--- src/rtl/uart_word_bridge.sv ---
// Byte-to-word adapter between the UART PHY and the controller command interpreter.
// RX: four bytes (little-endian) are assembled into a word and queued in a small FIFO.
// TX: one 32-bit response word is serialized as four bytes, LSB first.
module uart_word_bridge #(
  parameter int unsigned RX_FIFO_DEPTH       = 4,
  parameter int unsigned BYTE_TIMEOUT_CYCLES = 2500000
) (
  input  logic        clk,
  input  logic        reset,
  input  logic        rx_byte_valid,
  input  logic [7:0]  rx_byte,
  input  logic        tx_byte_ready,
  output logic        tx_byte_valid,
  output logic [7:0]  tx_byte,
  input  logic        uart_read,
  input  logic        uart_write,
  input  logic [31:0] uart_write_data,
  output logic        uart_rx_empty,
  output logic        uart_tx_empty,
  output logic        uart_response,
  output logic [31:0] uart_read_data,
  output logic        rx_overflow,
  output logic        rx_timeout
);

  localparam int unsigned PtrW = $clog2(RX_FIFO_DEPTH);
  localparam int unsigned CntW = PtrW + 1;

  localparam logic [0:0] StIdle = 1'b0;
  localparam logic [0:0] StSend = 1'b1;

  // RX assembly state
  logic [1:0]  byte_cnt_q, byte_cnt_d;
  logic [23:0] asm_q, asm_d;
  logic [31:0] to_cnt_q, to_cnt_d;
  logic        rx_timeout_q, rx_timeout_d;

  // RX word FIFO
  logic [31:0]     mem_q [RX_FIFO_DEPTH];
  logic [PtrW-1:0] wr_ptr_q, wr_ptr_d;
  logic [PtrW-1:0] rd_ptr_q, rd_ptr_d;
  logic [CntW-1:0] count_q, count_d;
  logic            rx_overflow_q, rx_overflow_d;

  // Read handshake
  logic        read_prev_q;
  logic        pending_q, pending_d;
  logic [31:0] read_data_q, read_data_d;
  logic        rd_owed_q, rd_owed_d;
  logic        resp_q, resp_d;

  // TX serializer
  logic [0:0]  state_q, state_d;
  logic [31:0] tx_data_q, tx_data_d;
  logic [1:0]  tx_idx_q, tx_idx_d;
  logic [7:0]  tx_byte_q, tx_byte_d;

  logic [31:0] rx_word;
  logic        word_done;
  logic        timeout_hit;
  logic        fifo_empty;
  logic        fifo_full;
  logic        read_req;
  logic        pop;
  logic        push_ok;
  logic        push_drop;
  logic        tx_accept;
  logic        tx_last;
  logic        rd_src;

  assign rx_word     = {rx_byte, asm_q};
  assign word_done   = rx_byte_valid && (byte_cnt_q == 2'd3);
  assign timeout_hit = (BYTE_TIMEOUT_CYCLES != 0) && (byte_cnt_q != 2'd0) && !rx_byte_valid &&
                       (to_cnt_q == BYTE_TIMEOUT_CYCLES - 1);
  assign fifo_empty  = (count_q == '0);
  assign fifo_full   = (count_q == CntW'(RX_FIFO_DEPTH));
  assign read_req    = pending_q || (uart_read && !read_prev_q);
  // A read owed behind a write response must not be overtaken by a newer read.
  assign pop         = read_req && !fifo_empty && !rd_owed_q;
  assign push_ok     = word_done && (!fifo_full || pop);
  assign push_drop   = word_done && fifo_full && !pop;
  assign tx_accept   = (state_q == StSend) && tx_byte_ready;
  assign tx_last     = tx_accept && (tx_idx_q == 2'd3);
  assign rd_src      = pop || rd_owed_q;

  // RX byte assembly and partial-word timeout
  always_comb begin
    byte_cnt_d   = byte_cnt_q;
    asm_d        = asm_q;
    to_cnt_d     = to_cnt_q;
    rx_timeout_d = rx_timeout_q;
    if (rx_byte_valid) begin
      byte_cnt_d = byte_cnt_q + 2'd1;
      case (byte_cnt_q)
        2'd0:    asm_d[7:0]   = rx_byte;
        2'd1:    asm_d[15:8]  = rx_byte;
        2'd2:    asm_d[23:16] = rx_byte;
        default: asm_d        = asm_q;
      endcase
    end else if (timeout_hit) begin
      byte_cnt_d   = 2'd0;
      rx_timeout_d = 1'b1;
    end
    if (rx_byte_valid || (byte_cnt_q == 2'd0) || timeout_hit) begin
      to_cnt_d = '0;
    end else if (BYTE_TIMEOUT_CYCLES != 0) begin
      to_cnt_d = to_cnt_q + 32'd1;
    end
  end

  // FIFO pointers, occupancy and overflow flag
  always_comb begin
    wr_ptr_d      = wr_ptr_q;
    rd_ptr_d      = rd_ptr_q;
    count_d       = count_q;
    rx_overflow_d = rx_overflow_q || push_drop;
    if (push_ok) wr_ptr_d = wr_ptr_q + PtrW'(1);
    if (pop)     rd_ptr_d = rd_ptr_q + PtrW'(1);
    case ({push_ok, pop})
      2'b10:   count_d = count_q + CntW'(1);
      2'b01:   count_d = count_q - CntW'(1);
      default: count_d = count_q;
    endcase
  end

  // Read request tracking and response sequencing (write pulse wins a collision)
  always_comb begin
    pending_d   = read_req && !pop;
    read_data_d = pop ? mem_q[rd_ptr_q] : read_data_q;
    resp_d      = tx_last || rd_src;
    rd_owed_d   = tx_last && rd_src;
  end

  // TX serializer next state
  always_comb begin
    state_d   = state_q;
    tx_data_d = tx_data_q;
    tx_idx_d  = tx_idx_q;
    tx_byte_d = tx_byte_q;
    if (state_q == StIdle) begin
      if (uart_write) begin
        state_d   = StSend;
        tx_data_d = uart_write_data;
        tx_idx_d  = 2'd0;
        tx_byte_d = uart_write_data[7:0];
      end
    end else if (tx_accept) begin
      tx_idx_d = tx_idx_q + 2'd1;
      case (tx_idx_q)
        2'd0:    tx_byte_d = tx_data_q[15:8];
        2'd1:    tx_byte_d = tx_data_q[23:16];
        2'd2:    tx_byte_d = tx_data_q[31:24];
        default: state_d   = StIdle;
      endcase
    end
  end

  // FIFO storage; contents need no reset since count gates every read
  always_ff @(posedge clk) begin
    if (push_ok) mem_q[wr_ptr_q] <= rx_word;
  end

  // State registers with synchronous reset
  always_ff @(posedge clk) begin
    if (reset) begin
      byte_cnt_q    <= 2'd0;
      asm_q         <= '0;
      to_cnt_q      <= '0;
      rx_timeout_q  <= 1'b0;
      wr_ptr_q      <= '0;
      rd_ptr_q      <= '0;
      count_q       <= '0;
      rx_overflow_q <= 1'b0;
      read_prev_q   <= 1'b0;
      pending_q     <= 1'b0;
      read_data_q   <= '0;
      rd_owed_q     <= 1'b0;
      resp_q        <= 1'b0;
      state_q       <= StIdle;
      tx_data_q     <= '0;
      tx_idx_q      <= 2'd0;
      tx_byte_q     <= 8'd0;
    end else begin
      byte_cnt_q    <= byte_cnt_d;
      asm_q         <= asm_d;
      to_cnt_q      <= to_cnt_d;
      rx_timeout_q  <= rx_timeout_d;
      wr_ptr_q      <= wr_ptr_d;
      rd_ptr_q      <= rd_ptr_d;
      count_q       <= count_d;
      rx_overflow_q <= rx_overflow_d;
      read_prev_q   <= uart_read;
      pending_q     <= pending_d;
      read_data_q   <= read_data_d;
      rd_owed_q     <= rd_owed_d;
      resp_q        <= resp_d;
      state_q       <= state_d;
      tx_data_q     <= tx_data_d;
      tx_idx_q      <= tx_idx_d;
      tx_byte_q     <= tx_byte_d;
    end
  end

  assign tx_byte_valid  = (state_q == StSend);
  assign tx_byte        = tx_byte_q;
  assign uart_rx_empty  = fifo_empty;
  assign uart_tx_empty  = (state_q == StIdle);
  assign uart_response  = resp_q;
  assign uart_read_data = read_data_q;
  assign rx_overflow    = rx_overflow_q;
  assign rx_timeout     = rx_timeout_q;

endmodule

--- config.mk ---
export PLATFORM = sky130hd
export DESIGN_NAME = uart_word_bridge
export DESIGN_NICKNAME = d
export VERILOG_FILES = /design/src/rtl/uart_word_bridge.sv
export SDC_FILE = /design/constraint.sdc
export NUM_CORES = 1
export LEC_CHECK = 0
export CAP_MARGIN = 20
export CORE_UTILIZATION = 50
export DETAILED_ROUTE_END_ITERATION = 8
export PLACE_DENSITY = 0.71
export SLEW_MARGIN = 20
export SYNTH_ARGS = -nofsm -noshare
export SYNTH_HDL_FRONTEND = slang
export SYNTH_SLANG_ARGS = --single-unit
--- constraint.sdc ---
create_clock -name clk -period 2.8 [get_ports clk]
set_input_delay 0.28 -clock clk [delete_from_list [all_inputs] [get_ports clk]]
set_output_delay 0.28 -clock clk [all_outputs]
set_load 0.005 [all_outputs]
==> impl_metrics.json <==
{
  "outcome": "finished clean",
  "detail_route.iter0.violations": 450,
  "synth-seq-cells": 266,
  "slew_viol_final": 0,
  "postSynthAreaPerCell_um2": 11.97,
  "setup_tns_ns": 0,
  "p_seq_frac": 0.450,
  "grt_pass1_wl_mm": 32.91,
  "via_count": 6637,
  "clockBufferDepth": 3,
  "synth.most_common_cell": "nand2_1",
  "intPower_mw": 7.465,
  "r2r_start": "read_prev_q",
  "synth_area_leader_cell": "edfxtp_1",
  "tightest_slew_ns": 0.6308,
  "end_kind": "register",
  "die-width_um": 146.1,
  "areaGrowthSynthToFinish_pct": 21.16,
  "syn_nets": 928,
  "dp.cells": 1196,
  "dr.pass1.iters": 4,
  "postRouteWirelength_mm": 19.88,
  "vias_per_cell": 5.327,
  "synth_edf_count": 128,
  "max_slew_margin": 0.5795,
  "final_net_count": 1016,
  "dieArea_um2": 21340,
  "die_h_um": 146.1,
  "hp-start": "reset",
  "hold_viol": 0,
  "switching_share": 0.2399,
  "overflow": 0,
  "grt_usage": 0.1903,
  "core_area_um2": 20300,
  "critPathMaxFanout": 5,
  "io_buffers": 91,
  "critPathLaunch": "read_prev_q",
  "routedWlPerCell_um": 15.96,
  "cts_tree": "done",
  "finalCritPeriodShare": 0.7708,
  "grt_antenna_before_repair": 0,
  "yosys.area.top_type_share": 0.3703,
  "syn_inst": 867,
  "required_ns": 3.19,
  "grt_max_degree": 59,
  "synth_ff_type": "dfxtp_1",
  "ctsHoldBuffers": 0,
  "clock-root-buffer": "clkbuf_16",
  "pwr-share-comb": 0.154,
  "yosys-top-cells-area": "edfxtp_1 37%, dfxtp_1 27%, mux4_2 6.9%, nand2_1 5.6%, a21oi_1 4.7%",
  "cap_violations": 0,
  "power_density_nw_per_um2": 780.8,
  "power_frac_clock": 0.396,
  "ys_warn_count": 0,
  "arrival_ns": 2.55,
  "async_reset_ff_frac": 0,
  "p_switching_mw": 2.356,
  "cts-resized-gates": 0,
  "cts_setup_buffers": 0,
  "netlist-cell-type-count": 55,
  "cp-start-kind": "register",
  "instances_no_fill": 1246,
  "grt_pass1_vias": 6434,
  "layout-drive-gt1-share": 0.1209,
  "post-dp-hpwl_mm": 12.45,
  "cts.htree.levels": 1,
  "syn-cell-area_um2": 10380,
  "routabilityCongestion": 0.7682,
  "fmaxAchievable_ghz": 0.4634,
  "start_util": 0.5114,
  "clock_skew_ns": 0.02150,
  "crit_type": "register to register",
  "drc": 0,
  "ioPinCount": 92,
  "postRouteAntennaNets": 0,
  "period_needed_ns": 2.158,
  "cts_sinks": 266,
  "hold_path.class": "input port to register",
  "antenna_cells": 0,
  "clkTransAtPathRegs_ns": 0.06,
  "setup_violations": 0,
  "rsz0062_at_grt": "no",
  "p_leak_nw": 4.286,
  "clock_latency_ns": 0.53,
  "placementRows": 52,
  "cts-buffers-inserted": 27,
  "ys_seq_area_frac": 0.6364,
  "synthTopCellsByCount": "155 x nand2_1, 138 x dfxtp_1, 128 x edfxtp_1",
  "peakVddDrop_v": 0.0004564
}
## final timing paths
path | end | slack [ns] | depth (start not counted)
min | to_cnt_q[31] | 0.08 | 3
max | count_q[2] | 0.64 | 7
max reg2reg | count_q[2] | 0.64 | 7
min reg2reg | uart_read_data[5] | 0.45 | 2
## logic make-up after synthesis
logic type,Yosys count,synth area share
adders and majority gates,15,0.01880
DFF,266,0.6364
and+or+nand+nor,321,0.1438
xor gates and xnor gates,33,0.02784
AOI/OAI and AO/OA,135,0.07605
buffers and inverters,63,0.02579
muxes,34,0.07135
## power by group through the flow
stage               sequential [mW]  combinational [mW]  clock [mW]
finish                         4.42                1.51        3.89
floorplan                      4.46                1.04           0
detailed placement             4.51                1.53           0
global route                   4.45                1.67        4.12
CTS                            4.43                1.55        3.97
global placement               4.50                1.52           0
## metal layers
layer	global-route usage	wire length, um	part of all wire
met4	0.04948	371	0.019
met1	0.2498	8743	0.44
met3	0.03156	820	0.041
met2	0.3289	9945	0.50
met5	0	0	0
## state kept, by name, summed over array words and instances, names as in the netlist, 2 cells and up
register,count
asm_q,24
byte_cnt_q,2
count_q,3
mem_q,128
rd_ptr_q,2
to_cnt_q,32
tx_byte,8
tx_data_q,24
tx_idx_q,2
uart_read_data,32
wr_ptr_q,2
## cell usage in the layout, fill, tap and decap left out, types with 4 or more instances in the layout
| master | n |
|---|---|
| nand2_1 | 155 |
| a211oi_1 | 17 |
| bufinv_16 | 7 |
| buf_12 | 4 |
| nor2_1 | 60 |
| buf_4 | 15 |
| xor2_1 | 22 |
| clkdlybuf4s50_1 | 90 |
| mux4_2 | 32 |
| inv_1 | 12 |
| and3_1 | 4 |
| ha_1 | 14 |
| dfxtp_1 | 137 |
| xnor2_1 | 11 |
| a22oi_1 | 8 |
| a21oi_1 | 97 |
| nand3_1 | 42 |
| nand4_1 | 9 |
| nor2_2 | 6 |
| nor4_1 | 4 |
| clkbuf_16 | 27 |
| and2_1 | 8 |
| clkinv_2 | 8 |
| nor3_1 | 8 |
| edfxtp_1 | 128 |
## metrics by stage
| step | util | hold WS, ns | worst slack, ns | total power, mW | area [um2] |
|---|---|---|---|---|---|
| after floorplan | - | 0.3789 | 0.4144 | 5.503 | 10380 |
| after global placement | 0.5714 | 0.4422 | 0.2966 | 6.016 | 11600 |
| after detailed placement | 0.5714 | 0.4467 | 0.2577 | 6.041 | 11600 |
| after CTS | 0.6196 | 0.06506 | 0.6655 | 9.944 | 12580 |
| after global routing | 0.6196 | 0.06435 | 0.5045 | 10.25 | 12580 |
| final | 0.6196 | 0.07669 | 0.6419 | 9.821 | 12580 |
## worst max-delay path, stage by stage (launching register included)
cell	delay, ns
dfxtp_1	0.29
nand2b_1	0.22
a211oi_4	0.29
nand2_1	0.10
fa_1	0.43
or3_1	0.42
a31oi_1	0.20
a21oi_1	0.08
## cell type report
class,count,area (um2)
timing repair buffer,109,1094
tap,270,337.8
fill,1607,7721
multi-input combinational,538,3511
inverter,13,48.80
clock buffer,31,700.7
sequential,266,6608
clock inverter,19,279.0
(Power assumes the default switching activity.)
==> RTL edit 1, RTL diff (config.mk and constraints unchanged) <==
Set the parameter `BYTE_TIMEOUT_CYCLES` to 2097152 (it was 2500000).
--- a/src/rtl/uart_word_bridge.sv
+++ b/src/rtl/uart_word_bridge.sv
@@ -4,5 +4,5 @@
 module uart_word_bridge #(
   parameter int unsigned RX_FIFO_DEPTH       = 4,
-  parameter int unsigned BYTE_TIMEOUT_CYCLES = 2500000
+  parameter int unsigned BYTE_TIMEOUT_CYCLES = 2097152
 ) (
   input  logic        clk,
Check against the original RTL: no difference found for any inputs over 4 cycles, from zero or initial values and one cycle with reset high; that may be too few to reach the edited logic, so the function may still have changed.
==> RTL edit 1 against the unedited design <==
  * Area after synthesis shrank 0.67%
  * Final area fell by 0.45%
  * Sequential power shrank 2%
  * Global-route usage up 1.1 points
  * Largest power group unchanged
  * Combinational power shrank 34%
  * Routed wire length rose by 4.3%
  * Utilization decreased by 0.079 points
  * Sequential share of layout area rose by 0.24 points
  * Total power down 5.4%
  * Highest routed layer unchanged
  * Setup slack worse by 230 ps
  * Sequential cell count unchanged
==> RTL edit 1: results (changes against the unedited design) <==
Hold depth: 2 (-1)
Synthesized net count: 927 (-0.11%)
Layout cells sized above 1: 10.6% (-1.5 points)
VDD IR max: 0.433 mV (-5.2%)
DRT iter0 DRCs: 502 (+12%)
Sequential-to-total area share from yosys stat: 64.1% (+0.43 points)
Yosys cell types: 52 (-5.5%)
RR Endpoint: rx_timeout$_SDFFE_PP0P_
Placed Area: 11,500 um^2 (-0.85%)
Largest net degree at the start of global routing: 71 (+20%)
# fillers: 1,572 (-2.2%)
Slowest stage delay, CP: 620 ps (+190 ps)
Setup Skew: 9.88 ps (-11.6 ps)
CLK BUF: 39 (+26%)
GR met1 Demand/Resource: 29.1% (+4.1 points)
RR Startpoint: to_cnt_q[0]$_SDFF_PP0_
Drt total wl: 20,700 um (+4.3%)
TritonCTS Buffers: 28 (+3.7%)
Post-synth top cells: nand2_1, dfxtp_1, edfxtp_1
Flop2flop setup slack: 590 ps (-50 ps)
Non-clk bufs: 104 (-4.6%)
Post-DP HPWL: 12,600 um (+1.6%)
CP top delay family: buffers and inverters
Top cell type's share of synthesized area: 37.3% (+0.25 points)
Met1 WL: 9840 um (+13%)
Layout Nets: 1,008 (-0.79%)
#MultiIn Comb: 535 (-0.56%)
Vias in the first global route: 6,433 (-0.016%)
Clock-cell share: 8.16% (+0.37 points)
Worst setup path endpoint: uart_rx_empty
Routed WL per cell: 16.7 um (+4.8%)
Met3 Usage GRT: 3.04% (-0.12 points)
Pre-antenna DRT Iters: 5 (+1)
Global routing usage on met2: 31.7% (-1.2 points)
Total track usage: 20.2% (+1.1 points)
Fin crit period: 2390 ps (+234 ps)
Met2 WL: 9660 um (-2.9%)
Worst Path Arrival: 2110 ps (-440 ps)
CP max stage cell: clkdlybuf4s50_1
Critical Path Start: count_q[2]$_SDFFE_PP0P_
Non-clock buffer share: 8.53% (-0.16 points)
Met3 WL: 799 um (-2.6%)
Multi-input gate share of the layout cell area: 27.5% (-0.43 points)
Sw power: 2070 uW (-12%)
DP Cell Count: 1,187 (-0.75%)
Area occupied by multi-input gates: 3440 um^2 (-2.0%)
Status: finished, final reports clean
Syn avg cell area: 11.9 um^2 (-0.56%)
Critical Path Fanout Max: 6 (+1)
First-pass GRT wire length: 34,100 um (+3.8%)
[RTL edit 1: changes by cell type in the layout (fill, tap and decap cells not counted), sizes merged, moves of 3 or more]
cell / before / now
nand3: 42 / 33
clkbuf: 31 / 39
nor2: 66 / 60
and4: 3 / 8
buf: 19 / 14
o21ai: 1 / 6
xor2: 22 / 18
a31oi: 1 / 4
and2: 8 / 5
inv: 14 / 11
or4: 0 / 3
xnor2: 11 / 8
[RTL edit 1: kinds of logic (layout without fill, tap and decap cells)]
logic type      count (synthesis)  count (layout)  share of synthesized area, %
fa+ha+maj                      15              15                          1.89
xor+xnor                       26              26                          2.21
flops                         266             266                          64.1
simple gates                  308             308                          13.3
mux                            38              38                          7.60
buf+inv                        65             168                          2.63
compound gates                148             148                          8.35
[RTL edit 1: power by group through the flow]
stage          clock network (uW)  registers [uW]  logic (uW)
2_1_floorplan                   0            4380         572
3_3_place_gp                    0            4390         992
3_5_place_dp                    0            4390        1000
4_1_cts                      4040            4310        1010
5_1_grt                      4210            4330        1100
6_report                     3980            4310         995
==> RTL edit 2, RTL diff (same flow settings) <==
Made on the original files. Make the reset (`reset`) asynchronous in one clocked block. Comments in the files are not updated.
--- a/src/rtl/uart_word_bridge.sv
+++ b/src/rtl/uart_word_bridge.sv
@@ -162,5 +162,5 @@
 
   // State registers with synchronous reset
-  always_ff @(posedge clk) begin
+  always_ff @(posedge clk or posedge reset) begin
     if (reset) begin
       byte_cnt_q    <= 2'd0;
Check against the original RTL: differs if reset is asserted again (counterexample within 4 cycles, from zero or initial values and one cycle with reset high); with reset held inactive, the same outputs for 4 cycles.
==> RTL edit 2 against the unedited design <==
  * Final area up 4.9%
  * Clock skew decreased by 14 ps
  * Count of clock-buffer cells in the layout rose by 1
  * Routed wire length increased by 8.6%
  * Sequential cell count unchanged
  * Setup slack got worse by 330 ps
  * Area after synthesis up 5.6%
Power is not compared: it rests on default switching activity, and its combinational part moved more than twofold at a synthesized area within 25%.
==> RTL edit 2: results (changes against the unedited design) <==
Status: finished, final reports clean
Setup Skew: 7.39 ps (-14.1 ps)
Slew headroom: 33.4% (-25 points)
WHS: 178 ps (+101 ps)
Post-synth top cells: dfrtp_1, edfxtp_1, mux2_2
RR Endpoint: to_cnt_q[24]$_DFF_PP0_
Vias/cell: 5.78 (+8.5%)
Slowest stage delay, CP: 630 ps (+200 ps)
Worst Path Arrival: 2210 ps (-340 ps)
CP endpoint kind: primary output
DRT iter0 DRCs: 414 (-8.0%)
Top_reg_cell synth: dfrtp_1
Total track usage: 20.1% (+1.0 points)
# fillers: 1,556 (-3.2%)
Sequential-to-total area share from yosys stat: 66.6% (+2.9 points)
Layout Nets: 868 (-15%)
Worst setup path endpoint: uart_rx_empty
Syn avg cell area: 15.5 um^2 (+30%)
Multiplexer share of the synthesized area: 15.1% (+7.9 points)
Pre-antenna DRT Iters: 6 (+2)
Final cell count without fillers: 1,103 (-11%)
CP top delay family: buffers and inverters
Layout cells sized above 1: 22.2% (+10 points)
Flop2flop setup slack: 350 ps (-290 ps)
Dominant cells by area after synthesis: edfxtp_1, dfrtp_1, mux2_2
Vias in the first global route: 6,885 (+7.0%)
Largest net degree at the start of global routing: 76 (+29%)
RR Startpoint: to_cnt_q[0]$_DFF_PP0_
Synthesized net count: 768 (-17%)
Synth Area in XOR/XNOR: 1.44% (-1.3 points)
Critical Path Start: count_q[2]$_DFFE_PP0P_
First-pass GRT wire length: 35,100 um (+6.5%)
Post-DP HPWL: 13,900 um (+11%)
CP max stage cell: clkdlybuf4s50_1
Drt total wl: 21,600 um (+8.6%)
GP Congestion: 0.818 (+6.5%)
Placement Setup Slack: 223 ps (-34.9 ps)
Adder-cell share of the synthesized area: 1.78% (-0.10 points)
Hold/Removal Path Class: input pin to asynchronous set/reset pin
Antenna violations before repair: 0 (unchanged)
Synth Area in Compound Gates: 5.62% (-2.0 points)
Setup slack after layout: 309 ps (-333 ps)
Area occupied by multi-input gates: 3470 um^2 (-1.1%)
Critical Path Fanout Max: 8 (+3)
Register-to-Register Path Depth: 5 (-2)
Asr flop ratio synth: 51.9% (+52 points)
-- RTL edit 2: cell count changes after synthesis, sizes merged, moves of 26 or more --
| cell | before | now |
|---|---|---|
| dfrtp | 0 | 138 |
| nand2 | 156 | 18 |
| nor2 | 66 | 28 |
| dfxtp | 138 | 0 |
| mux2 | 0 | 81 |
| nand3 | 42 | 16 |
| a21oi | 97 | 22 |
-- RTL edit 2: logic make-up after synthesis --
group                      after synthesis
and+or+nand+nor                        150
AOI/OAI and AO/OA                       89
muxes                                  115
xor gates and xnor gates                18
DFF                                    266
adders and majority gates               15
buffers and inverters                   54
-- RTL edit 2: area by class of cell --
cell class	instances	share of cell area (%)
sequential	266	55.3
multi-input combinational	387	26.3
timing repair buffer	107	8.38
clock buffer	32	5.49
tap	275	2.61
clock inverter	18	1.35
inverter	18	0.541
-- RTL edit 2: power by group through the flow --
stage / Sequential [uW] / Combinational (uW) / Clock, uW
5_1_grt: 6150 / 4460 / 3800
4_1_cts: 6020 / 4120 / 3660
6_report: 6000 / 4070 / 3570
2_1_floorplan: 5870 / 2650 / 0
3_5_place_dp: 6080 / 4090 / 0
3_3_place_gp: 5980 / 3950 / 0
-- RTL edit 2: routing by layer --
metal | track usage, % | part of all wire, %
met3 | 3.38 | 4.0
met5 | 0 | 0
met1 | 26.3 | 42
met2 | 34.8 | 52
met4 | 5.10 | 1.7
-- RTL edit 2: through the flow --
stage,utilization (%),instance area [um^2]
final,62.0,13200
after global routing,62.0,13200
after CTS,62.0,13200
after detailed placement,57.7,12300
after global placement,57.7,12300
after floorplan,-,11000
